[config.mk]
export PLATFORM = sky130hd
export DESIGN_NAME = pwm_multi
export DESIGN_NICKNAME = d
export VERILOG_FILES = /design/src/rtl/pwm_multi.sv
export SDC_FILE = /design/constraint.sdc
export NUM_CORES = 1
export LEC_CHECK = 0
export CAP_MARGIN = 20
export CELL_PAD_IN_SITES_DETAIL_PLACEMENT = 0
export CELL_PAD_IN_SITES_GLOBAL_PLACEMENT = 1
export CORE_UTILIZATION = 30
export CTS_CLUSTER_SIZE = 12
export DETAILED_ROUTE_END_ITERATION = 7
export GPL_ROUTABILITY_DRIVEN = 0
export PLACE_DENSITY_LB_ADDON = 0.25
export SKIP_CTS_REPAIR_TIMING = 1
export SLEW_MARGIN = 20
export SYNTH_ARGS = -nofsm -noshare
export SYNTH_HDL_FRONTEND = slang
export SYNTH_SLANG_ARGS = --single-unit
[constraint.sdc]
create_clock -name clk -period 4.6 [get_ports clk]
set_clock_uncertainty 0.05 [all_clocks]
set_input_delay 0.92 -clock clk [delete_from_list [all_inputs] [get_ports clk]]
set_output_delay 0.92 -clock clk [all_outputs]
set_load 0.005 [all_outputs]
[src/rtl/pwm_multi.sv]
// pwm_multi: multi-channel PWM generator sharing one prescaled timebase.
// Duty and period registers are double-buffered; active copies load only at a
// period boundary so pulses are never truncated.
// Optional feature: define PWM_CENTER_ALIGN_EN for an up/down (center-aligned) counter.
module pwm_multi #(
    parameter int unsigned WIDTH    = 8,
    parameter int unsigned CHANNELS = 4,
    parameter int unsigned PRE_W    = 8,
    parameter int unsigned AW       = $clog2(CHANNELS) + 1
) (
    input  logic                clk,
    input  logic                rst,
    input  logic                en,
    input  logic [PRE_W-1:0]    prescale,
    input  logic                wr_en,
    input  logic [AW-1:0]       wr_addr,
    input  logic [WIDTH-1:0]    wr_data,
    output logic [CHANNELS-1:0] PWM_sig,
    output logic                period_start,
    output logic [WIDTH-1:0]    cnt
);

    logic [PRE_W-1:0]    pre_cnt_q, pre_cnt_d;
    logic [WIDTH-1:0]    cnt_q, cnt_d;
    logic [WIDTH-1:0]    per_sh_q, per_sh_d;
    logic [WIDTH-1:0]    per_act_q, per_act_d;
    logic [WIDTH-1:0]    duty_sh_q [CHANNELS];
    logic [WIDTH-1:0]    duty_sh_d [CHANNELS];
    logic [WIDTH-1:0]    duty_act_q [CHANNELS];
    logic [WIDTH-1:0]    duty_act_d [CHANNELS];
    logic [CHANNELS-1:0] pwm_q, pwm_d;
    logic                period_start_q, period_start_d;
    logic                tick;
    logic                boundary;

    // Prescaler: a tick every prescale+1 enabled cycles; >= catches a lowered prescale.
    always_comb begin
        tick      = en && (pre_cnt_q >= prescale);
        pre_cnt_d = pre_cnt_q;
        if (en) begin
            pre_cnt_d = tick ? '0 : pre_cnt_q + PRE_W'(1);
        end
    end

`ifdef PWM_CENTER_ALIGN_EN
    logic dir_up_q, dir_up_d;

    // Up/down counter: 0..per_act, then per_act-1..1, boundary on the 1->0 tick.
    always_comb begin
        cnt_d    = cnt_q;
        dir_up_d = dir_up_q;
        boundary = 1'b0;
        if (tick) begin
            if (per_act_q == '0) begin
                boundary = 1'b1;
                cnt_d    = '0;
                dir_up_d = 1'b1;
            end else if (dir_up_q && (cnt_q != per_act_q)) begin
                cnt_d = cnt_q + WIDTH'(1);
            end else begin
                // Descending, or turning around at the top.
                if (cnt_q <= WIDTH'(1)) begin
                    boundary = 1'b1;
                    cnt_d    = '0;
                    dir_up_d = 1'b1;
                end else begin
                    cnt_d    = cnt_q - WIDTH'(1);
                    dir_up_d = 1'b0;
                end
            end
        end
    end

    // Direction flop for the center-aligned counter.
    always_ff @(posedge clk) begin
        if (rst) begin
            dir_up_q <= 1'b1;
        end else begin
            dir_up_q <= dir_up_d;
        end
    end
`else
    // Edge-aligned counter: 0..per_act, wrapping to 0 at the boundary.
    always_comb begin
        boundary = tick && (cnt_q == per_act_q);
        cnt_d    = cnt_q;
        if (tick) begin
            cnt_d = boundary ? '0 : cnt_q + WIDTH'(1);
        end
    end
`endif

    // Shadow writes, active reload at boundary, and output compare.
    always_comb begin
        per_sh_d       = per_sh_q;
        duty_sh_d      = duty_sh_q;
        per_act_d      = boundary ? per_sh_q : per_act_q;
        period_start_d = boundary;
        pwm_d          = '0;
        for (int unsigned i = 0; i < CHANNELS; i++) begin
            duty_act_d[i] = boundary ? duty_sh_q[i] : duty_act_q[i];
            pwm_d[i]      = (cnt_q < duty_act_q[i]);
            if (wr_en && (wr_addr == AW'(i))) begin
                duty_sh_d[i] = wr_data;
            end
        end
        if (wr_en && (wr_addr == AW'(CHANNELS))) begin
            per_sh_d = wr_data;
        end
    end

    // State registers with synchronous reset.
    always_ff @(posedge clk) begin
        if (rst) begin
            pre_cnt_q      <= '0;
            cnt_q          <= '0;
            per_sh_q       <= '1;
            per_act_q      <= '1;
            pwm_q          <= '0;
            period_start_q <= 1'b0;
            for (int unsigned i = 0; i < CHANNELS; i++) begin
                duty_sh_q[i]  <= '0;
                duty_act_q[i] <= '0;
            end
        end else begin
            pre_cnt_q      <= pre_cnt_d;
            cnt_q          <= cnt_d;
            per_sh_q       <= per_sh_d;
            per_act_q      <= per_act_d;
            pwm_q          <= pwm_d;
            period_start_q <= period_start_d;
            for (int unsigned i = 0; i < CHANNELS; i++) begin
                duty_sh_q[i]  <= duty_sh_d[i];
                duty_act_q[i] <= duty_act_d[i];
            end
        end
    end

    assign PWM_sig      = pwm_q;
    assign period_start = period_start_q;
    assign cnt          = cnt_q;

endmodule

[Word-level counts from Yosys, hierarchy flattened]
Memory sizes are Yosys's and may differ from the RTL's.
Index checks and enable logic that the tools add are counted.
Operators by class
  add/sub/neg operators: 2
  multipliers: 0
  divide/modulo/power cells: 0
  $lt $le $gt $ge: 5
  equal/unequal tests: 5
  shift operators: 0
  multiplexer cells: 13
  bitwise operators: 4
  reduce and logical (&&, ||, !) cells: 8
Operator list (number)
  $mux 8: 10
  $lt 8x8->1: 4
  $add 8x1->8 const B: 2
  $eq 8x8->1: 1
  $ge 8x8->1: 1
  $logic_and 1x1->1: 7
  $eq 3x2->1 const B: 2
  $or 1x1->1: 4
  $eq 3x1->1 const B: 1
  $eq 3x3->1 const B: 1
  $logic_not 3->1: 1
  $mux 1: 3
Word-level totals
  register bits: 69
  latch bits: 0
  RAM bits: 32
  memory bits (read-only): 0
  output and inout bits: 13
  memories: 1
Memories
  duty_act_q: words 4, width 8, rd ports 4, clocked after Yosys merged registers in 0, write ports 4, line 29  | logic [WIDTH-1:0] duty_act_q [CHANNELS];

[Depth between registers and ports, before layout]
Gate-level depths: netlist (run 1).
  depth after elaboration: 5
  gate-level depth with buffers: 9
  depth with buffers taken out: 7

[Worst setup path before layout (run 1)]
Ideal clock, no wire load.
  kind: input-to-reg
  start point: input prescale[0]
  end point: register per_act_q[0]
  arrival time: 2.381 ns
  path slack: 2.049 ns
  cell stages on the path: 8
  cell sequence: ha_1 nand2b_4 a2111oi_2 o311a_4 nor3_2 buf_6 buf_12 mux2i_1
Between the ends
  word-level cells in the longest chain between the ends: 3
Ends and longest elaborated chain
  start: declaration: line 14  | input logic [PRE_W-1:0] prescale,
  $ge 8x8->1: line 38  | tick = en && (pre_cnt_q >= prescale);
  $logic_and 1x1->1: line 38
  $logic_and 1x1->1: line 85  | boundary = tick && (cnt_q == per_act_q);
  end signal: assignment: line 129  | per_act_q <= per_act_d;
  end: declaration: line 26  | logic [WIDTH-1:0] per_act_q, per_act_d;
No other way between the ends.
A chain may end at the register's enable or synchronous reset.

==> results of run 1 <==
==> per-stage QoR <==
step,power (mW),std cells,cell area (sq um),utilization (%)
2_1_floorplan,0.965,583,4920,-
3_3_place_gp,1.01,811,5390,33.8
3_5_place_dp,1.01,811,5390,33.8
4_1_cts,1.82,827,5710,35.8
5_1_grt,1.85,827,5710,35.8
6_report,1.79,827,5710,35.8
==> path summary, 6_finish.rpt <==
| check | endpoint | cells past startpoint |
|---|---|---|
| hold / removal | duty_sh_q[15] | 2 |
| setup reg to reg | duty_act_q[1][3] | 6 |
| hold reg to reg | duty_sh_q[15] | 2 |
| setup / recovery | duty_act_q[1][3] | 8 |
==> kinds of logic after synthesis <==
kind of cell | after synthesis | synth area share, %
and+or+nand+nor | 240 | 21.0
DFF | 101 | 41.1
AOI/OAI and AO/OA | 82 | 10.6
buffers and inverters | 66 | 6.61
muxes | 41 | 8.34
adders and majority gates | 38 | 9.66
xor gates and xnor gates | 15 | 2.67
==> cells in the mapped netlist (all sizes together) <==
library cell  count  area (sq um)
nand2           156           586
dfxtp           101          2020
a21oi            47           235
mux2i            41           410
ha               38           475
inv              38           143
nor2             33           124
clkbuf           20          75.1
nand3            13          65.1
xor2             12           105
o21ai            11          58.8
a211oi            8          80.1
buf               7           104
a21o              5          37.5
nand2b            5          38.8
nand4             5          31.3
nor2b             5          31.3
and3              4          25.0
nor3              4          25.0
o31ai             4          30.0
or3               4          25.0
nor4              3          25.0
xnor2             3          26.3
a211o             2          17.5
a32o              2          20.0
and2              2          12.5
or2               2          12.5
a2111oi           1          15.0
and3b             1          8.76
clkinv            1          3.75
nand3b            1          7.51
nand4b            1          8.76
o21a              1          7.51
o311a             1          21.3
or4               1          7.51
==> layer usage <==
layer  routed length, um  up-vias
li1                    -     1981
met1                5490     1757
met2                5650       64
met3                 457       19
met4                 261        0
met5                   0        -
==> sequential cells by signal (all words and copies together), names as in the netlist <==
| name | cells |
|---|---|
| PWM_sig | 4 |
| duty_sh_q | 32 |
| per_sh_q | 8 |
| per_act_q | 8 |
| pre_cnt_q | 8 |
| period_start | 1 |
| duty_act_q | 32 |
| cnt | 8 |
==> layout make-up <==
type                       instances  area (sq um)  share of cell area, %
clock buffer                      12           267                   4.67
tap                              216           270                   4.74
clock inverter                     4          45.0                  0.789
sequential                       101          2020                   35.4
multi-input combinational        416          2580                   45.2
timing repair buffer              39           375                   6.58
inverter                          39           146                   2.57
==> power by group through the flow <==
stage,Combinational [mW],Sequential (mW),Clock [mW]
global route,0.108,0.892,0.852
CTS,0.0985,0.891,0.826
finish,0.0968,0.891,0.798
global placement,0.0977,0.911,0
detailed placement,0.0981,0.911,0
floorplan,0.0557,0.909,0
==> worst max-delay path, cell delays in order <==
cell and delay (ns):
clkdlybuf4s50_1 0.45, inv_1 0.04, ha_1 0.30, nand4_1 0.12, o311a_4 0.46, nor3_4 0.17, buf_4 0.65, mux2i_1 0.26
==> impl_metrics.tcl, run 1 <==
set metrics [dict create \
    crit_start "prescale[7]" \
    grt_pass1_vias 3612 \
    syn_avg_cell_area_sq_um 8.44 \
    port_buffers 35 \
    grt_pass1_wl_um 18600 \
    grtUsageMet2_pct 25.2 \
    setup_viol 0 \
    top_usage_layer "met2" \
    crit_fanout 44 \
    num_antenna_cells 0 \
    hpwl_um 7840 \
    ant_nets 0 \
    hp-class "reg -> reg" \
    period_share_pct 69.3 \
    htree_levels 3 \
    worstSetupPathType "in -> reg" \
    p_clk_share_pct 44.7 \
    leakage_nw 1.99 \
    regToRegSetupSlack_ns 1.89 \
    grtUsageTotal_pct 15.0 \
    synth-seq-cells 101 \
    initial_core_util_pct 30.9 \
    fmax_ghz 0.314 \
    comb_power_share_pct 5.4 \
    status "complete, no violations" \
    drcViolationCount 0 \
    drtIter0Drc 181 \
    whs_ns 0.404 \
    synthesis.nets 644 \
    wl_um 11900 \
    r2r-start "cnt[5]" \
    die-area_sq_um 16900 \
    synthToLayoutAreaGrowth_pct 15.9 \
    overflow 0 \
    end_kind "flop" \
    timing.setup.tns_ns 0 \
    switchingPower_mw 0.401 \
    p_per_area_nw_per_um2 313 \
    fillers 1674 \
    synth_cells 583 \
    syn_area_sq_um 4920 \
    rsz0062_at_grt "no" \
    tightest_slew_ns 0.794 \
    layout_common_cells "nand2_1, dfxtp_1, a21oi_1, mux2i_1, ha_1" \
    fin_crit_ns 3.19 \
    clk_path_buf_depth 2 \
    cts-root-buf "clkbuf_16" \
    dr.pass1.iters 5 \
    setup_ws_ns 1.41 \
    intPower_mw 1.38 \
    die_w_um 130 \
    met3_usage_pct 3.24 \
    via_per_inst 4.62 \
    grt_max_degree 62 \
    ys_types 43 \
    pwr-share-seq_pct 49.9 \
    clock_latency_ns 0.36 \
    worstHoldStart "duty_sh_q[15]" \
    final_layout_size_suffix_gt1_share_pct 5.56 \
    drv_cap 0 \
    vias 3821 \
    routedWlPerCell_um 14.3 \
    antenna_found_initial 0 \
    yosys_warnings 0 \
    layout.nets 667 \
    final_common_cell "nand2_1" \
    cts.sinks 101 \
    rows 46 \
    cp-start-kind "input pin" \
    ys_seq_area_share_pct 41.1 \
    tritoncts "done" \
    place_ws_ns 1.04 \
    core_sq_um 15900 \
    required_ns 4.83 \
    path_clk_slew_ns 0.07 \
    die_h_um 130 \
    hold_viol 0 \
    drv_slew 0 \
    slew_headroom_pct 47.0 \
    use_met1_pct 18.4 \
    arrival_ns 3.41 \
    switching_share_pct 22.5 \
    vdd_drop_max_mv 0.176 \
    io_pins 36 \
    numCtsBuffers 9 \
]
Power figures use the tool's default switching activity.
==> run 2, diff against run 1 <==
Clock period 4.6 ns to 3.3 ns, I/O delays scaled along.
==> run 2 against run 1 <==
  * Routed wire length is 2.0% higher
  * Design area is 0.64% higher
  * Core utilization grew 0.23 points
  * Sequential cell count unchanged
  * Worst setup slack worse by 0.76 ns
  * Sequential power is 39% higher
  * Combinational power increased by 44%
  * Sequential share of layout area down 0.22 points
  * Register-to-register slack got worse by 1.1 ns
  * Count of clock-buffer cells in the layout down 1
  * Largest cell class unchanged
  * Largest power group unchanged
==> impl_metrics.tcl, run 2 (same netlist as run 1, synthesis figures left out) <==
set metrics [dict create \
    port_buffers 35 \
    comb_power_share_pct 5.7 \
    path_clk_slew_ns 0.07 \
    leakage_nw 2.01 \
    wl_um 12100 \
    rows 46 \
    grt_pass1_wl_um 19300 \
    placed_cell_area_sq_um 5450 \
    tightest_slew_ns 0.656 \
    drcViolationCount 0 \
    crit_buf_inv 3 \
    crit_fanout 44 \
    hpwl_um 8310 \
    regToRegSetupSlack_ns 0.81 \
    cts.sinks 101 \
    dr.pass1.iters 4 \
    synthToLayoutAreaGrowth_pct 16.7 \
    slew_headroom_pct 56.1 \
    hp-class "reg -> reg" \
    core_sq_um 15900 \
    initial_core_util_pct 30.9 \
    layout_common_cells "nand2_1, dfxtp_1, a21oi_1, mux2i_1, ha_1" \
    multiInputGateArea_sq_um 2580 \
    timing.setup.tns_ns 0 \
    via_per_inst 4.61 \
    drv_cap 0 \
    r2r_cells 6 \
    fmax_ghz 0.379 \
    layout.nets 671 \
    required_ns 3.53 \
    vias 3833 \
    cp_slowest_cell "o311a_4" \
    final_common_cell "nand2_1" \
    grt_pass1_vias 3778 \
    worstSetupPathType "in -> reg" \
    intPower_mw 1.89 \
    routedWlPerCell_um 14.6 \
    grtUsageTotal_pct 15.5 \
    cp.depth 8 \
    arrival_ns 2.87 \
    p_clk_share_pct 43.4 \
    die-area_sq_um 16900 \
    num_antenna_cells 0 \
    fillers 1678 \
    tritoncts "done" \
    whs_ns 0.405 \
    overflow 0 \
    cp-start-kind "input pin" \
    numCtsBuffers 9 \
    postLayoutCellArea_sq_um 5740 \
    io_pins 36 \
    die_w_um 130 \
    cts-root-buf "clkbuf_16" \
    switchingPower_mw 0.548 \
    cp_top_family "buffers and inverters" \
    htree_levels 3 \
    pwr-share-seq_pct 50.9 \
    rsz0062_at_grt "no" \
    drv_slew 0 \
    period_share_pct 80.0 \
    fin_crit_ns 2.64 \
    min_path_cells 2 \
    cp_cell_sequence "clkdlybuf4s50_1 -> inv_1 -> ha_1 -> nand4_1 -> o311a_4 -> nor3_4 -> buf_12 -> mux2i_1" \
    p_per_area_nw_per_um2 425 \
    antenna_found_initial 0 \
    final_util_pct 36.0 \
    clock_latency_ns 0.35 \
    ant_nets 0 \
    vdd_drop_max_mv 0.279 \
    switching_share_pct 22.5 \
    status "complete, no violations" \
    grt_max_degree 48 \
    finalPower_mw 2.44 \
    die_h_um 130 \
    final_layout_size_suffix_gt1_share_pct 6.02 \
    setup_viol 0 \
    clk_path_buf_depth 2 \
    regArea_sq_um 2020 \
    end_kind "flop" \
    critPathMaxStageDelay_ns 0.46 \
    hold_viol 0 \
    largestRegisters "duty_act_q x32, duty_sh_q x32" \
    drtIter0Drc 220 \
]
-- run 2: final timing paths --
kind | endpoint | startpoint
min | duty_act_q[0][6] | duty_sh_q[30]
max reg2reg | duty_act_q[1][0] | cnt[5]
max | duty_act_q[1][0] | prescale[7]
min reg2reg | duty_act_q[0][6] | duty_sh_q[30]
-- run 2: final cells by class --
| type | instances | area share (%) |
|---|---|---|
| Timing Repair Buffer | 43 | 7.50 |
| Sequential cell | 101 | 35.2 |
| Multi-Input combinational cell | 416 | 44.9 |
| Clock inverter | 5 | 0.872 |
| Clock buffer | 11 | 4.23 |
| Inverter | 39 | 2.55 |
| Tap cell | 216 | 4.71 |
-- run 2: worst reg2reg max path, delay by kind of cell, from the launching register on --
| family | cells | cell delay (ns) |
|---|---|---|
| xor+xnor | 1 | 0.14 |
| buf+inv | 1 | 0.30 |
| flops | 1 | 0.69 |
| mux | 1 | 0.30 |
| simple gates | 3 | 0.94 |
-- run 2: routing by layer --
metal  vias to the layer above  share of wire, %  track usage (%)
met2                        61                48             26.8
met5                         -                 0                0
met3                        10               4.5             3.53
li1                       1989                 -                -
met1                      1773                46             18.8
met4                         0               1.4             5.75
-- run 2: through the flow --
stage | cells | worst slack (ns)
global placement | 815 | 0.369
global route | 831 | 0.571
floorplan | 583 | 1.01
detailed placement | 815 | 0.318
finish | 831 | 0.659
CTS | 831 | 0.679
-- run 2: power groups by stage --
stage          clock network [mW]  registers, mW  logic (mW)
2_1_floorplan                   0           1.27      0.0776
3_3_place_gp                    0           1.27       0.140
3_5_place_dp                    0           1.27       0.140
4_1_cts                      1.10           1.24       0.141
5_1_grt                      1.14           1.24       0.154
6_report                     1.06           1.24       0.139
